## src/rtl/matrix_frame_buffer.sv

```systemverilog
// Double-buffered 8x8 frame store feeding the MAX7219 matrix controller; swap and scroll apply at frame boundaries.
// Optional build macro MATRIX_FB_MIRROR_EN bit-reverses each displayed row for mirrored matrix mounting.
module matrix_frame_buffer #(
  parameter int ROW_W  = 8,
  parameter int ADDR_W = 3
) (
  input  logic              clk,
  input  logic              reset,
  input  logic              wr_en,
  input  logic [ADDR_W-1:0] wr_row,
  input  logic [ROW_W-1:0]  wr_data,
  input  logic              clear_req,
  input  logic              swap_req,
  input  logic              scroll_step,
  input  logic [ADDR_W-1:0] disp_addr,
  output logic [ROW_W-1:0]  disp_data,
  output logic              busy,
  output logic              swap_ack,
  output logic              frame_tick,
  output logic [ADDR_W-1:0] scroll_offset
);

  localparam int DEPTH = 1 << ADDR_W;
  localparam logic [ADDR_W-1:0] LAST_ROW = ADDR_W'(DEPTH - 1);

  typedef enum logic [1:0] {IDLE, CLEAR, SWAP_WAIT} state_t;

  state_t            state_reg, state_next;
  logic [ADDR_W-1:0] cnt_reg, cnt_next;
  logic              swap_pend_reg, swap_pend_next;
  logic              clear_row_en, swap_fire, wr_ok;

  logic              front_sel_reg;
  logic [ADDR_W-1:0] prev_addr_reg;
  logic [ADDR_W-1:0] scroll_offset_reg;
  logic [ADDR_W-1:0] pend_reg, pend_next;
  logic              frame_tick_reg, swap_ack_reg;
  logic [ROW_W-1:0]  disp_data_reg;

  logic [ROW_W-1:0]  bank0_q [DEPTH];
  logic [ROW_W-1:0]  bank1_q [DEPTH];
  logic [ADDR_W-1:0] rd_idx;
  logic [ROW_W-1:0]  front_row, row_out;

  // ---------------- control FSM ----------------
  always_ff @(posedge clk) begin
    if (!reset) begin
      state_reg     <= IDLE;
      cnt_reg       <= '0;
      swap_pend_reg <= 1'b0;
    end else begin
      state_reg     <= state_next;
      cnt_reg       <= cnt_next;
      swap_pend_reg <= swap_pend_next;
    end
  end

  always_comb begin
    state_next     = state_reg;
    cnt_next       = cnt_reg;
    swap_pend_next = swap_pend_reg;
    clear_row_en   = 1'b0;
    swap_fire      = 1'b0;
    case (state_reg)
      IDLE: begin
        if (clear_req) begin
          state_next     = CLEAR;
          cnt_next       = '0;
          swap_pend_next = swap_req;
        end else if (swap_req) begin
          state_next = SWAP_WAIT;
        end
      end
      CLEAR: begin
        clear_row_en = 1'b1;
        cnt_next     = cnt_reg + ADDR_W'(1);
        if (swap_req) swap_pend_next = 1'b1;
        // A swap request arriving on the final clear row still counts.
        if (cnt_reg == LAST_ROW) begin
          state_next     = (swap_pend_reg || swap_req) ? SWAP_WAIT : IDLE;
          swap_pend_next = 1'b0;
        end
      end
      SWAP_WAIT: begin
        if (frame_tick_reg) begin
          swap_fire  = 1'b1;
          state_next = IDLE;
        end
      end
      default: state_next = IDLE;
    endcase
  end

  assign wr_ok = wr_en && (state_reg != CLEAR);

  // ---------------- bank storage ----------------
  // Held in registers rather than block RAM so reset can zero every row at once.
  for (genvar gi = 0; gi < DEPTH; gi++) begin : g_row
    logic [ROW_W-1:0] row0_reg, row1_reg;

    always_ff @(posedge clk) begin
      if (!reset) begin
        row0_reg <= '0;
        row1_reg <= '0;
      end else if (clear_row_en && (cnt_reg == ADDR_W'(gi))) begin
        if (front_sel_reg) row0_reg <= '0;
        else               row1_reg <= '0;
      end else if (wr_ok && (wr_row == ADDR_W'(gi))) begin
        if (front_sel_reg) row0_reg <= wr_data;
        else               row1_reg <= wr_data;
      end
    end

    assign bank0_q[gi] = row0_reg;
    assign bank1_q[gi] = row1_reg;
  end

  // ---------------- frame boundary, swap and scroll ----------------
  always_comb begin
    pend_next = pend_reg;
    if (scroll_step && (pend_reg != LAST_ROW)) pend_next = pend_reg + ADDR_W'(1);
  end

  always_ff @(posedge clk) begin
    if (!reset) begin
      prev_addr_reg     <= '0;
      frame_tick_reg    <= 1'b0;
      swap_ack_reg      <= 1'b0;
      front_sel_reg     <= 1'b0;
      scroll_offset_reg <= '0;
      pend_reg          <= '0;
    end else begin
      prev_addr_reg  <= disp_addr;
      frame_tick_reg <= (prev_addr_reg == LAST_ROW) && (disp_addr == '0);
      swap_ack_reg   <= swap_fire;
      if (swap_fire) front_sel_reg <= ~front_sel_reg;
      // A step coinciding with the tick is carried into the next frame.
      if (frame_tick_reg) begin
        scroll_offset_reg <= scroll_offset_reg + pend_reg;
        pend_reg          <= scroll_step ? ADDR_W'(1) : '0;
      end else begin
        pend_reg <= pend_next;
      end
    end
  end

  // ---------------- read path ----------------
  assign rd_idx    = disp_addr + scroll_offset_reg;
  assign front_row = front_sel_reg ? bank1_q[rd_idx] : bank0_q[rd_idx];

`ifdef MATRIX_FB_MIRROR_EN
  for (genvar gi = 0; gi < ROW_W; gi++) begin : g_mirror
    assign row_out[gi] = front_row[ROW_W-1-gi];
  end
`else
  assign row_out = front_row;
`endif

  always_ff @(posedge clk) begin
    if (!reset) disp_data_reg <= '0;
    else        disp_data_reg <= row_out;
  end

  assign disp_data     = disp_data_reg;
  assign busy          = (state_reg != IDLE);
  assign swap_ack      = swap_ack_reg;
  assign frame_tick    = frame_tick_reg;
  assign scroll_offset = scroll_offset_reg;

endmodule

```

## config.mk

```make
export PLATFORM = sky130hd
export DESIGN_NAME = matrix_frame_buffer
export DESIGN_NICKNAME = d
export VERILOG_FILES = /design/src/rtl/matrix_frame_buffer.sv
export SDC_FILE = /design/constraint.sdc
export NUM_CORES = 1
export LEC_CHECK = 0
export CAP_MARGIN = 10
export CORE_UTILIZATION = 60
export CTS_BUF_LIST = sky130_fd_sc_hd__clkbuf_4 sky130_fd_sc_hd__clkbuf_8
export DETAILED_ROUTE_END_ITERATION = 8
export PLACE_DENSITY = 0.85
export SLEW_MARGIN = 20
export SYNTH_ARGS = -nofsm -noshare
export SYNTH_HDL_FRONTEND = slang
export SYNTH_SLANG_ARGS = --single-unit
```

## constraint.sdc

```tcl
create_clock -name clk -period 4 [get_ports clk]
set_clock_uncertainty 0.2 [all_clocks]
set_input_delay 0.8 -clock clk [delete_from_list [all_inputs] [get_ports clk]]
set_output_delay 0.8 -clock clk [all_outputs]
set_load 0.05 [all_outputs]
```

Yosys cells after proc, flatten, opt, wreduce, memory -nomap -nowiden
Cells that the tools add are included.
{"block": "classes", "n_addsub": 4, "n_mul": 0, "n_div": 0, "order_cmp": 1, "eq_ne": 56, "shifts": 0, "muxes": 61, "bitwise": 2, "n_reduce_logical": 54}
{"cell": "$mux W8", "n": 41}
{"cell": "$ne A2 B2 Y1 const B", "n": 35}
{"cell": "$reduce_and A3 Y1", "n": 18}
{"cell": "$bmux W8 S3", "n": 2}
{"cell": "$eq A3 B3 Y1 const B", "n": 9}
{"cell": "$reduce_bool A2 Y1", "n": 11}
{"cell": "$logic_and A1 B1 Y1", "n": 19}
{"cell": "$eq A3 B2 Y1 const B", "n": 4}
{"cell": "$mux W2", "n": 5}
{"cell": "$logic_not A3 Y1", "n": 3}
{"cell": "$mux W3", "n": 3}
{"cell": "$ne A3 B3 Y1 const B", "n": 3}
{"cell": "$mux W1", "n": 7}
{"cell": "$add A3 B1 Y3 const B", "n": 2}
{"cell": "$add A3 B3 Y3", "n": 2}
{"cell": "$eq A3 B1 Y1 const B", "n": 2}
{"cell": "$pmux W2 S3", "n": 1}
{"cell": "$pmux W3 S2", "n": 1}
{"cell": "$ge A4 B4 Y1 const B", "n": 1}
{"cell": "$not A3 Y4", "n": 1}
{"cell": "$eq A2 B1 Y1 const B", "n": 1}
{"cell": "$eq A2 B2 Y1 const B", "n": 1}
{"cell": "$logic_not A2 Y1", "n": 1}
{"cell": "$ne A2 B1 Y1 const B", "n": 1}
{"cell": "4 further kinds", "n": 4}
{"block": "totals", "register_bits": 154, "latch_bits": 0, "ram_bits": 0, "romBits": 0, "input_bits": 20, "output_inout_bits": 14, "word_cells": 204, "mem_count": 0}

Logic depth before layout (Yosys ltp)
Gate-level depths: netlist (run 1).
{"block": "logic_depth", "word_depth": 6, "mapped_depth": 9, "depth_no_buf": 7}

Least setup slack after synthesis (run 1)
OpenSTA, ideal clock, no wires.
{"block": "synth_timing", "path_type": "in2reg", "from": "in disp_addr[0]", "to": "reg disp_data_reg[0], in the netlist disp_data[0]", "setup_time_ns": 0.127, "arrival_ns": 2.623, "setup_slack_ns": 1.051, "stages": 8, "path_buffers": 2, "cell_sequence": "ha_1 inv_1 fa_1 buf_2 buf_2 mux4_2 mux2i_1 o22ai_1"}
{"block": "synth_via", "elab_chain_len": 6}
{"item": "start, declared", "line": "15", "rtl": "input logic [ADDR_W-1:0] disp_addr,"}
{"item": "$add A3 B3 Y3 (*)", "line": "148", "rtl": "assign rd_idx = disp_addr + scroll_offset_reg;"}
{"item": "$not A3 Y4 (implied by the code) (*)", "line": "149", "rtl": "assign front_row = front_sel_reg ? bank1_q[rd_idx] : bank0_q[rd_idx];"}
{"item": "$bmux W8 S3", "line": "149"}
{"item": "$mux W8 (implied by the code) (2 in a row)", "line": "149"}
{"item": "$mux W8 (*)", "line": "149"}
{"item": "end signal, assigned", "line": "161", "rtl": "else disp_data_reg <= row_out;"}
{"item": "end, declared", "line": "38", "rtl": "logic [ROW_W-1:0] disp_data_reg;"}
Mark *: on every way between the ends. The rest lies on a longest branch, timed or not. The select of a mux whose other input is x is not followed.
A chain may end at the register's enable or synchronous reset.

Worst setup path in the final report (run 1)
{"block": "layout_timing", "from": "reg state_reg[0]", "to": "out busy"}
{"block": "layout_via", "elab_chain_len": 1}
{"item": "start, declared", "line": "28", "rtl": "state_t state_reg, state_next;"}
{"item": "start signal, assigned", "line": "52", "rtl": "state_reg <= state_next;"}
{"item": "$reduce_bool A2 Y1", "line": "165", "rtl": "assign busy = (state_reg != IDLE);"}
{"item": "end, declared", "line": "17", "rtl": "output logic busy,"}
No other way between the ends.

==> results by stage, run 1 <==
Synthesis:
- The gate count of the mapped netlist is 559.
- The total of warnings raised by yosys is 0.
- The most common cell in the synthesized netlist is sky130_fd_sc_hd__dfxtp_1.
- The dominant synthesized flop cell is sky130_fd_sc_hd__dfxtp_1.
- Synthesis inferred 154 register bits.
- Counting flops with an async set or reset pin after synthesis yields a share of 0%.
- By area the synthesized netlist is led by sky130_fd_sc_hd__dfxtp_1, sky130_fd_sc_hd__mux4_2, sky130_fd_sc_hd__a22o_1.
- In this run the biggest area consumer among cell types represents 47.2% of the synthesized area.
- The library cell occupying the most area in the post-synthesis netlist is sky130_fd_sc_hd__dfxtp_1.
- The number of nets handed over by synthesis was 591.
- The share of synthesized area occupied by flip-flops and latches is 47.2%.
- The count of flip-flops with a built-in enable after synthesis is 0.
- The number of distinct library cells after synthesis is 56.
- The post-synthesis instance area is 6540 um^2.
- By count the netlist is led by sky130_fd_sc_hd__dfxtp_1, sky130_fd_sc_hd__a22o_1, sky130_fd_sc_hd__inv_1.
- The average size of a mapped cell is 11.7 um^2.

Worst setup path:
- The worst setup path endpoint is busy.
- Across all register-to-register paths, the minimum setup slack is 1.35 ns.
- On the critical path, the stage with the largest delay is an instance of sky130_fd_sc_hd__clkdlybuf4s50_1.
- The most critical setup path has its startpoint at state_reg[0].
- The sort of element at the start of the critical path is a flip-flop.
- The worst register-to-register path ends at disp_data[7].
- The signal arrival time at the worst endpoint is 2.14 ns.
- The worst path required time is 3.00 ns.
- STA classifies the critical path endpoint as an output pin.
- Along the worst path, the maximum fanout reaches 16.
- The origin of the critical flop-to-flop path is scroll_offset[0].
- For this run, the slowest stage of the critical path takes 0.79 ns.
- Traced cell by cell, the critical path runs through inv_1 -> nand2_1 -> clkdlybuf4s50_1.
- The setup path with the least slack is of type reg2out.
- The number of cells on the worst reg-to-reg path is 7.

Die:
- The initialized floorplan defines 37 standard-cell rows.
- The die is 106 um wide.
- The number of ports placed on the die boundary is 34.
- The area enclosed by the die boundary is 11300 um^2.
- The initial utilization of the core area, before any placement, comes to 62.5%.
- The die span in y is 106 um.
- In this run the standard cell core region covers 10500 um^2.

Timing:
- In this run the tightest slew margin relative to its limit is 36.4%.
- The number of hold violations in the final report came to 0.
- The number of slew-limit violations in the final report is 0.
- Static timing analysis puts the maximum clock frequency at 319 MHz.
- Setup repair after global routing left no endpoint under its margin.
- Setup violations remaining at the end of the flow were counted as 0.
- The setup TNS is 0 ns.
- The routed design could run at a clock period as short as 3.14 ns.
- The final critical path takes up 78.4% of the cycle.
- The worst setup margin is 0.864 ns.
- At the pin with the least slew margin, the transition time is 0.947 ns.

Finish:
- The net total in the final layout is 614.
- The area growth from synthesis to layout is 12.7%.
- Fill cells in the final layout number 755.
- The total inserted antenna cells is 0.
- The fraction of final layout cells with drive strength greater than 1 is 15.5%.
- Leaving out filler cells and counting taps, the final layout contains 728.

Drt:
- The total wire length after detailed routing is 16500 um.
- The number of DRC markers in iteration 0 is 540.
- The via count normalized by instance count is 6.79.
- In the final routed layout, each cell accounts on average for 22.7 um.
- The total via count in the routed design is 4940.
- In the routed design, unresolved DRC markers number 0.
- In this run the remaining antenna-violating nets after routing total 0.
- The first TritonRoute pass finished after 6 iterations.

Clock network:
- The clock tree synthesis step divided the H-tree into 4 levels.
- For the worst-skew pair, the clock arrives at the later sink with an insertion delay of 0.47 ns.
- The clock net in this run drives a total of 154 sinks.
- In this run the deepest clock path goes through 2 buffers.
- TritonCTS created 17 clock buffers.
- The clock transition at the registers of the reported paths is 0.08 ns.
- The number of gates resized after CTS is 0.
- The cts-stage hold buffer count is 0.
- The buffer type at the clock tree root is sky130_fd_sc_hd__clkbuf_8.
- The number of setup buffers added after CTS is 0.
- The TritonCTS clock tree is built.

Global route:
- The total global routing overflow is 0.
- In the global route stage, overall resource usage came out at 31.4%.
- The first-pass GRT wire length is 26300 um.
- The initial antenna violation count is 0.
- The via count of the first global-routing pass is 4968.
- Entering global routing, the biggest net connects 46 pins.

Power:
- VDD sags by at most 333 uV.
- For this design the ratio of total power to cell area is 417 nW/um^2.
- The internal portion of total power is 0.00233 W.
- The power share of the sequential group is 51.3%.
- The share of total power dissipated in the clock network is 40.4%.
- Per report_power, the combinational group accounts for 8.4% of the total.
- The analysis attributes to cell leakage a power of 2.73 nW.
- The analysis attributes to net switching a power of 0.000740 W.
- The fraction of power spent switching nets is 24.1%.

Placement:
- The total placed cells including tap cells is 699.
- The quantity of I/O buffers inserted on ports is 33.
- The weighted congestion at the end of routability-driven global placement is 0.863.
- Detailed placement finished with a half-perimeter wire length of 10600 um.
- The setup slack after placement is 0.476 ns.

Hold path:
- The worst min-delay path class is reg2reg.
- The worst hold path begins at g_row[6].row1_reg[3].

Job:
- The number of max-cap violations is 0.

Outcome:
- The run finished with clean final reports.
cells in the final DEF, fill, tap and decap left out, types with 2 or more instances in the layout:
master,synthesis,final
sky130_fd_sc_hd__buf_4,5,9
sky130_fd_sc_hd__o21ai_2,2,2
sky130_fd_sc_hd__clkbuf_8,0,21
sky130_fd_sc_hd__nand2_1,23,23
sky130_fd_sc_hd__nor2_1,10,10
sky130_fd_sc_hd__xnor2_1,2,2
sky130_fd_sc_hd__ha_1,10,10
sky130_fd_sc_hd__a21oi_1,3,3
sky130_fd_sc_hd__and3_1,11,11
sky130_fd_sc_hd__inv_1,36,36
sky130_fd_sc_hd__a21boi_2,5,5
sky130_fd_sc_hd__nand2b_1,2,2
sky130_fd_sc_hd__o2bb2ai_1,15,15
sky130_fd_sc_hd__a31oi_1,5,5
sky130_fd_sc_hd__buf_12,0,2
sky130_fd_sc_hd__a22o_1,56,56
sky130_fd_sc_hd__clkinv_2,0,2
sky130_fd_sc_hd__bufinv_16,0,3
sky130_fd_sc_hd__and3b_1,3,3
sky130_fd_sc_hd__a32o_1,32,32
sky130_fd_sc_hd__nor4b_1,2,2
sky130_fd_sc_hd__mux2i_1,21,21
sky130_fd_sc_hd__dfxtp_1,154,154
sky130_fd_sc_hd__nand3_1,5,5
sky130_fd_sc_hd__nor2b_1,5,4
sky130_fd_sc_hd__o22ai_1,32,32
sky130_fd_sc_hd__nor3b_1,2,2
sky130_fd_sc_hd__or4bb_1,2,2
sky130_fd_sc_hd__o21ai_0,5,5
sky130_fd_sc_hd__and2_1,9,9
sky130_fd_sc_hd__and4b_1,3,3
sky130_fd_sc_hd__o21a_1,6,6
sky130_fd_sc_hd__clkdlybuf4s50_1,0,33
sky130_fd_sc_hd__nand3b_1,2,2
sky130_fd_sc_hd__o31ai_2,2,2
sky130_fd_sc_hd__mux4_2,32,32
metrics by stage:
stage / util [%] / hold WS [ns] / cell area, um^2 / power, W
floorplan: - / 0.226 / 6540 / 0.00177
global placement: 66.5 / 0.233 / 6950 / 0.00185
detailed placement: 66.5 / 0.241 / 6950 / 0.00186
CTS: 70.4 / 0.252 / 7370 / 0.00307
global route: 70.4 / 0.264 / 7370 / 0.00317
finish: 70.4 / 0.250 / 7370 / 0.00307
routing by layer:
| metal | up-vias | GRT usage [%] | wire length, um |
|---|---|---|---|
| li1 | 2206 | - | - |
| met1 | 2419 | 40.6 | 6300 |
| met2 | 260 | 48.0 | 7890 |
| met3 | 55 | 9.93 | 1770 |
| met4 | 0 | 14.6 | 544 |
| met5 | - | 0 | 0 |
area by class of cell:
cell class	count	area, um^2	area share (%)
Sequential cell	154	3080	41.8
Tap cell	136	170	2.31
Inverter	37	139	1.89
Clock buffer	22	297	4.03
Clock inverter	7	116	1.58
Multi-Input combinational cell	328	3120	42.4
Timing Repair Buffer	44	438	5.94
power groups by stage:
stage / Clock [W] / Sequential, W / Combinational, W
2_1_floorplan: 0 / 0.00160 / 0.000170
3_3_place_gp: 0 / 0.00161 / 0.000246
3_5_place_dp: 0 / 0.00161 / 0.000252
4_1_cts: 0.00124 / 0.00157 / 0.000253
5_1_grt: 0.00131 / 0.00158 / 0.000273
6_report: 0.00124 / 0.00158 / 0.000256
worst min path at each step:
stage / depth (start not counted) / endpoint / slack (ns)
2_1_floorplan: 2 / g_row[7].row1_reg[0] / 0.23
5_1_grt: 2 / g_row[6].row1_reg[3] / 0.26
4_1_cts: 2 / g_row[6].row1_reg[3] / 0.25
3_5_place_dp: 2 / g_row[6].row1_reg[3] / 0.24
6_report: 2 / g_row[6].row1_reg[3] / 0.25
3_3_place_gp: 2 / g_row[6].row1_reg[3] / 0.23
worst max-delay path: cells and delay by family (launching register included):
family	cells	cell delay, ns
buffers and inverters	2	0.95
DFF	1	0.62
and+or+nand+nor	1	0.09
cell families (layout without fill, tap and decap cells):
family / count (synthesis) / after routing / share of synthesized area, %
mux: 53 / 53 / 14.2
xor+xnor: 5 / 5 / 1.07
simple gates: 86 / 86 / 7.79
buf+inv: 77 / 110 / 5.11
flops: 154 / 154 / 47.2
compound gates: 172 / 172 / 22.1
fa+ha+maj: 12 / 12 / 2.53
Power figures use the tool's default switching activity.
==> inputs of run 2 (changes only) <==
--- a/config.mk
+++ b/config.mk
@@ -6,10 +6,10 @@
 export NUM_CORES = 1
 export LEC_CHECK = 0
 export CAP_MARGIN = 10
-export CORE_UTILIZATION = 60
+export CORE_UTILIZATION = 56
 export CTS_BUF_LIST = sky130_fd_sc_hd__clkbuf_4 sky130_fd_sc_hd__clkbuf_8
 export DETAILED_ROUTE_END_ITERATION = 8
-export PLACE_DENSITY = 0.85
+export PLACE_DENSITY = 0.83
 export SLEW_MARGIN = 20
 export SYNTH_ARGS = -nofsm -noshare
 export SYNTH_HDL_FRONTEND = slang
==> constraint.sdc (replaced) <==
create_clock -name clk -period 2.6 [get_ports clk]
set_clock_uncertainty 0.2 [all_clocks]
set_input_delay 0.52 -clock clk [delete_from_list [all_inputs] [get_ports clk]]
set_output_delay 0.52 -clock clk [all_outputs]
set_load 0.05 [all_outputs]
==> run 2 against run 1 <==
Net effect:
- global-route usage down 1.4 points
- count of clock-buffer cells in the layout fell by 1
- combinational power is 78% higher
- die area increased by 7.0%
- routed wire length up 3.0%
- sequential share of layout area down 2.1 points
- critical path type is now reg2reg
- critical endpoint is now disp_data[0]
- largest power group unchanged
- highest routed layer unchanged
==> results by stage, run 2 (same netlist as run 1, synthesis figures left out) <==
Outcome:
- The flow ran to the end, and the final reports show no timing, DRC or antenna violations.

Clock network:
- The CTS buffer count is 17 (unchanged).
- TritonCTS built the clock tree.
- The buffer depth of the longest clock path is 2 (unchanged).
- The clock transition at the registers of the reported paths was 0.08 ns (about the same).
- The depth of the CTS H-tree is 4 (unchanged).
- The cts-stage hold buffer count is 0 (unchanged).
- The number of clock sinks came to 154 (unchanged).
- The source-to-sink clock delay at the later pin of the worst-skew pair came to 0.45 ns (-0.02 ns).
- The tree is rooted in a sky130_fd_sc_hd__clkbuf_8.

Timing:
- The final worst hold slack is 0.215 ns (-0.0351 ns).
- The number of setup violations in the final report is 0 (unchanged).
- The worst slew margin relative to its limit was 47.5% (+11 points).
- The number of slew-limit violations in the final report is 0 (unchanged).
- The maximum clock rate is 395 MHz.
- The setup TNS is 0 ns (unchanged).
- The number of hold violations in the final report is 0 (unchanged).
- After layout, the worst path uses 97.5% of the clock period.
- The slew at the pin closest to its max-slew limit was 0.786 ns (-0.161 ns).
- After layout, the minimum clock period comes to 2.53 ns.

Die:
- The initial core utilization is 57.2% (-5.2 points).
- The die span in y is 110 um (+3.4%).
- The area of the core is 11400 um^2 (+9.1%).
- The area enclosed by the die boundary is 12100 um^2 (+7.0%).
- The number of ports placed on the die boundary is 34 (unchanged).
- The chip width is 110 um (+3.4%).
- The number of cell rows was 39 (+5.4%).

Placement:
- The detailed placer's ending HPWL is 11600 um (+9.1%).
- The quantity of I/O buffers inserted on ports is 33 (unchanged).
- The weighted congestion at the end of routability-driven global placement is 0.844 (-2.2%).

Global route:
- The total global routing overflow is 0 (unchanged).
- The first-pass GRT wire length is 26700 um (+1.5%).
- The via count of the first global-routing pass is 5046 (+1.6%).
- The initial antenna violation count is 0 (unchanged).
- The largest net degree at the start of global routing was 41 (-11%).
- The total routing usage reported by global routing was 30.0% (-1.4 points).

Worst setup path:
- The start-to-end type of the worst setup path is reg2reg.
- The signal arrival time at the worst endpoint is 2.65 ns (+0.51 ns).
- The peak fanout along the critical path is 5 (-11).
- The worst path required time is 2.71 ns (-0.29 ns).
- The sort of element at the start of the critical path is a flip-flop.
- The worst setup path is captured at a flip-flop.

Finish:
- The net total in the final layout was 645 (+5.0%).
- From synthesis to final layout, the design area changed by 18.9%.
- The multi-input logic area is 3140 um^2 (+0.52%).
- The storage element area is 3090 um^2 (+0.16%).
- The number of filler cells placed in the layout was 814 (+7.8%).
- Leaving out fill and tap cells, the most frequent cells in the layout are sky130_fd_sc_hd__dfxtp_1, sky130_fd_sc_hd__a22o_1, sky130_fd_sc_hd__inv_1.
- The total inserted antenna cells is 0 (unchanged).
- The most common cell after layout, fill and taps aside is sky130_fd_sc_hd__dfxtp_1.
- The fraction of final layout cells with drive strength greater than 1 is 20.9% (+5.4 points).

Power:
- The power density normalized to cell area is 604 nW/um^2 (+45%).
- The power share of the sequential group is 51.7% (+0.4 points).
- The proportion of power drawn by combinational gates came to 9.7% (+1.3 points).
- The maximum resistive drop on vdd is 546 uV (+64%).
- The clock network fraction of total power is 38.6% (-1.8 points).
- The internal portion of total power was 0.00352 W (+51%).
- The fraction of power spent switching nets came to 24.9% (+0.78 points).
- The net switching power figure is 0.00117 W (+58%).
- The static leakage is 2.95 nW (+7.8%).

Drt:
- The first-pass detailed-route iteration total came to 7 (+1).
- The total via count in the routed design is 5060 (+2.4%).
- The total wire length after detailed routing is 17000 um (+3.0%).
- The DRC violations left is 0 (unchanged).
- The final routed wire length divided by cell count is 22.1 um (-2.5%).
- The number of nets still failing antenna checks after routing came to 0 (unchanged).
- The number of DRC markers in iteration 0 was 463 (-14%).
- The via count normalized by instance count is 6.58 (-3.0%).

Job:
- The number of max-cap violations came to 0 (unchanged).

Hold path:
- The path class of the tightest hold or removal check is in2reg.
run 2: cell types whose count changed in the layout (fill, tap and decap cells not counted), sizes merged:
cell           change
buf               +32
clkdlybuf4s50      -4
dlygate4sd2        +2
clkbuf             -1
dlymetal6s2s       +1
bufinv             -1
clkinvlp           +2
clkinv             +3
run 2: layer usage:
| metal | up-vias | routed length [um] | global-route usage [%] |
|---|---|---|---|
| li1 | 2262 | - | - |
| met1 | 2510 | 6950 | 38.5 |
| met2 | 238 | 8140 | 48.0 |
| met3 | 50 | 1370 | 7.76 |
| met4 | 0 | 546 | 13.1 |
| met5 | - | 0 | 0 |
run 2: power by group through the flow:
stage               logic [W]  registers, W  clock network, W
global placement     0.000409       0.00247                 0
global route         0.000482       0.00243           0.00193
CTS                  0.000442       0.00242           0.00182
floorplan            0.000262       0.00246                 0
detailed placement   0.000423       0.00248                 0
finish               0.000456       0.00242           0.00181
run 2: layout make-up:
type | count | area share, %
sequential | 154 | 39.7
timing repair buffer | 75 | 10.6
inverter | 37 | 1.79
clock inverter | 11 | 1.55
clock buffer | 21 | 3.64
multi-input combinational | 328 | 40.4
tap | 143 | 2.30
run 2: worst paths after layout:
check | slack, ns | cells past startpoint | start | end
worst max-delay path | 0.07 | 9 | scroll_offset[0] | disp_data[0]
worst min-delay path | 0.21 | 2 | disp_addr[1] | frame_tick
worst min register to register | 0.25 | 2 | g_row[6].row1_reg[1] | g_row[6].row1_reg[1]
worst max register to register | 0.07 | 9 | scroll_offset[0] | disp_data[0]
run 2: what timing repair did:
item	in CTS	in global routing
buffers inserted	4	4
gates cloned	1	0
endpoints found under the setup margin	8	7
pin swaps	1	2
resized for setup	7	3
run 2: per-stage QoR:
stage	power, W	instances	util [%]	area [um^2]	setup slack, ns
finish	0.00469	769	68.0	7770	0.0660
global placement	0.00288	728	63.2	7220	-0.546
detailed placement	0.00290	728	63.2	7220	-0.581
global route	0.00484	769	68.0	7770	-0.0385
CTS	0.00468	765	67.5	7710	0.0334
floorplan	0.00272	559	-	6540	0.00679
run 2: worst max-delay path: stages, from the launching register on:
cell and delay, ns:
sky130_fd_sc_hd__dfxtp_4 0.37, sky130_fd_sc_hd__ha_4 0.11, sky130_fd_sc_hd__inv_1 0.04, sky130_fd_sc_hd__fa_2 0.54
sky130_fd_sc_hd__buf_12 0.13, sky130_fd_sc_hd__buf_12 0.12, sky130_fd_sc_hd__buf_4 0.11, sky130_fd_sc_hd__mux4_2 0.47
sky130_fd_sc_hd__mux2i_1 0.20, sky130_fd_sc_hd__o22ai_1 0.11
==> inputs of run 3 (changes only) <==
--- a/config.mk
+++ b/config.mk
@@ -9,6 +9,7 @@
 export CORE_UTILIZATION = 56
 export CTS_BUF_LIST = sky130_fd_sc_hd__clkbuf_4 sky130_fd_sc_hd__clkbuf_8
 export DETAILED_ROUTE_END_ITERATION = 8
+export GPL_ROUTABILITY_DRIVEN = 0
 export PLACE_DENSITY = 0.83
 export SLEW_MARGIN = 20
 export SYNTH_ARGS = -nofsm -noshare
==> results of run 3 <==
Same layout as run 2: the final DEF is identical, and so are final timing and power.
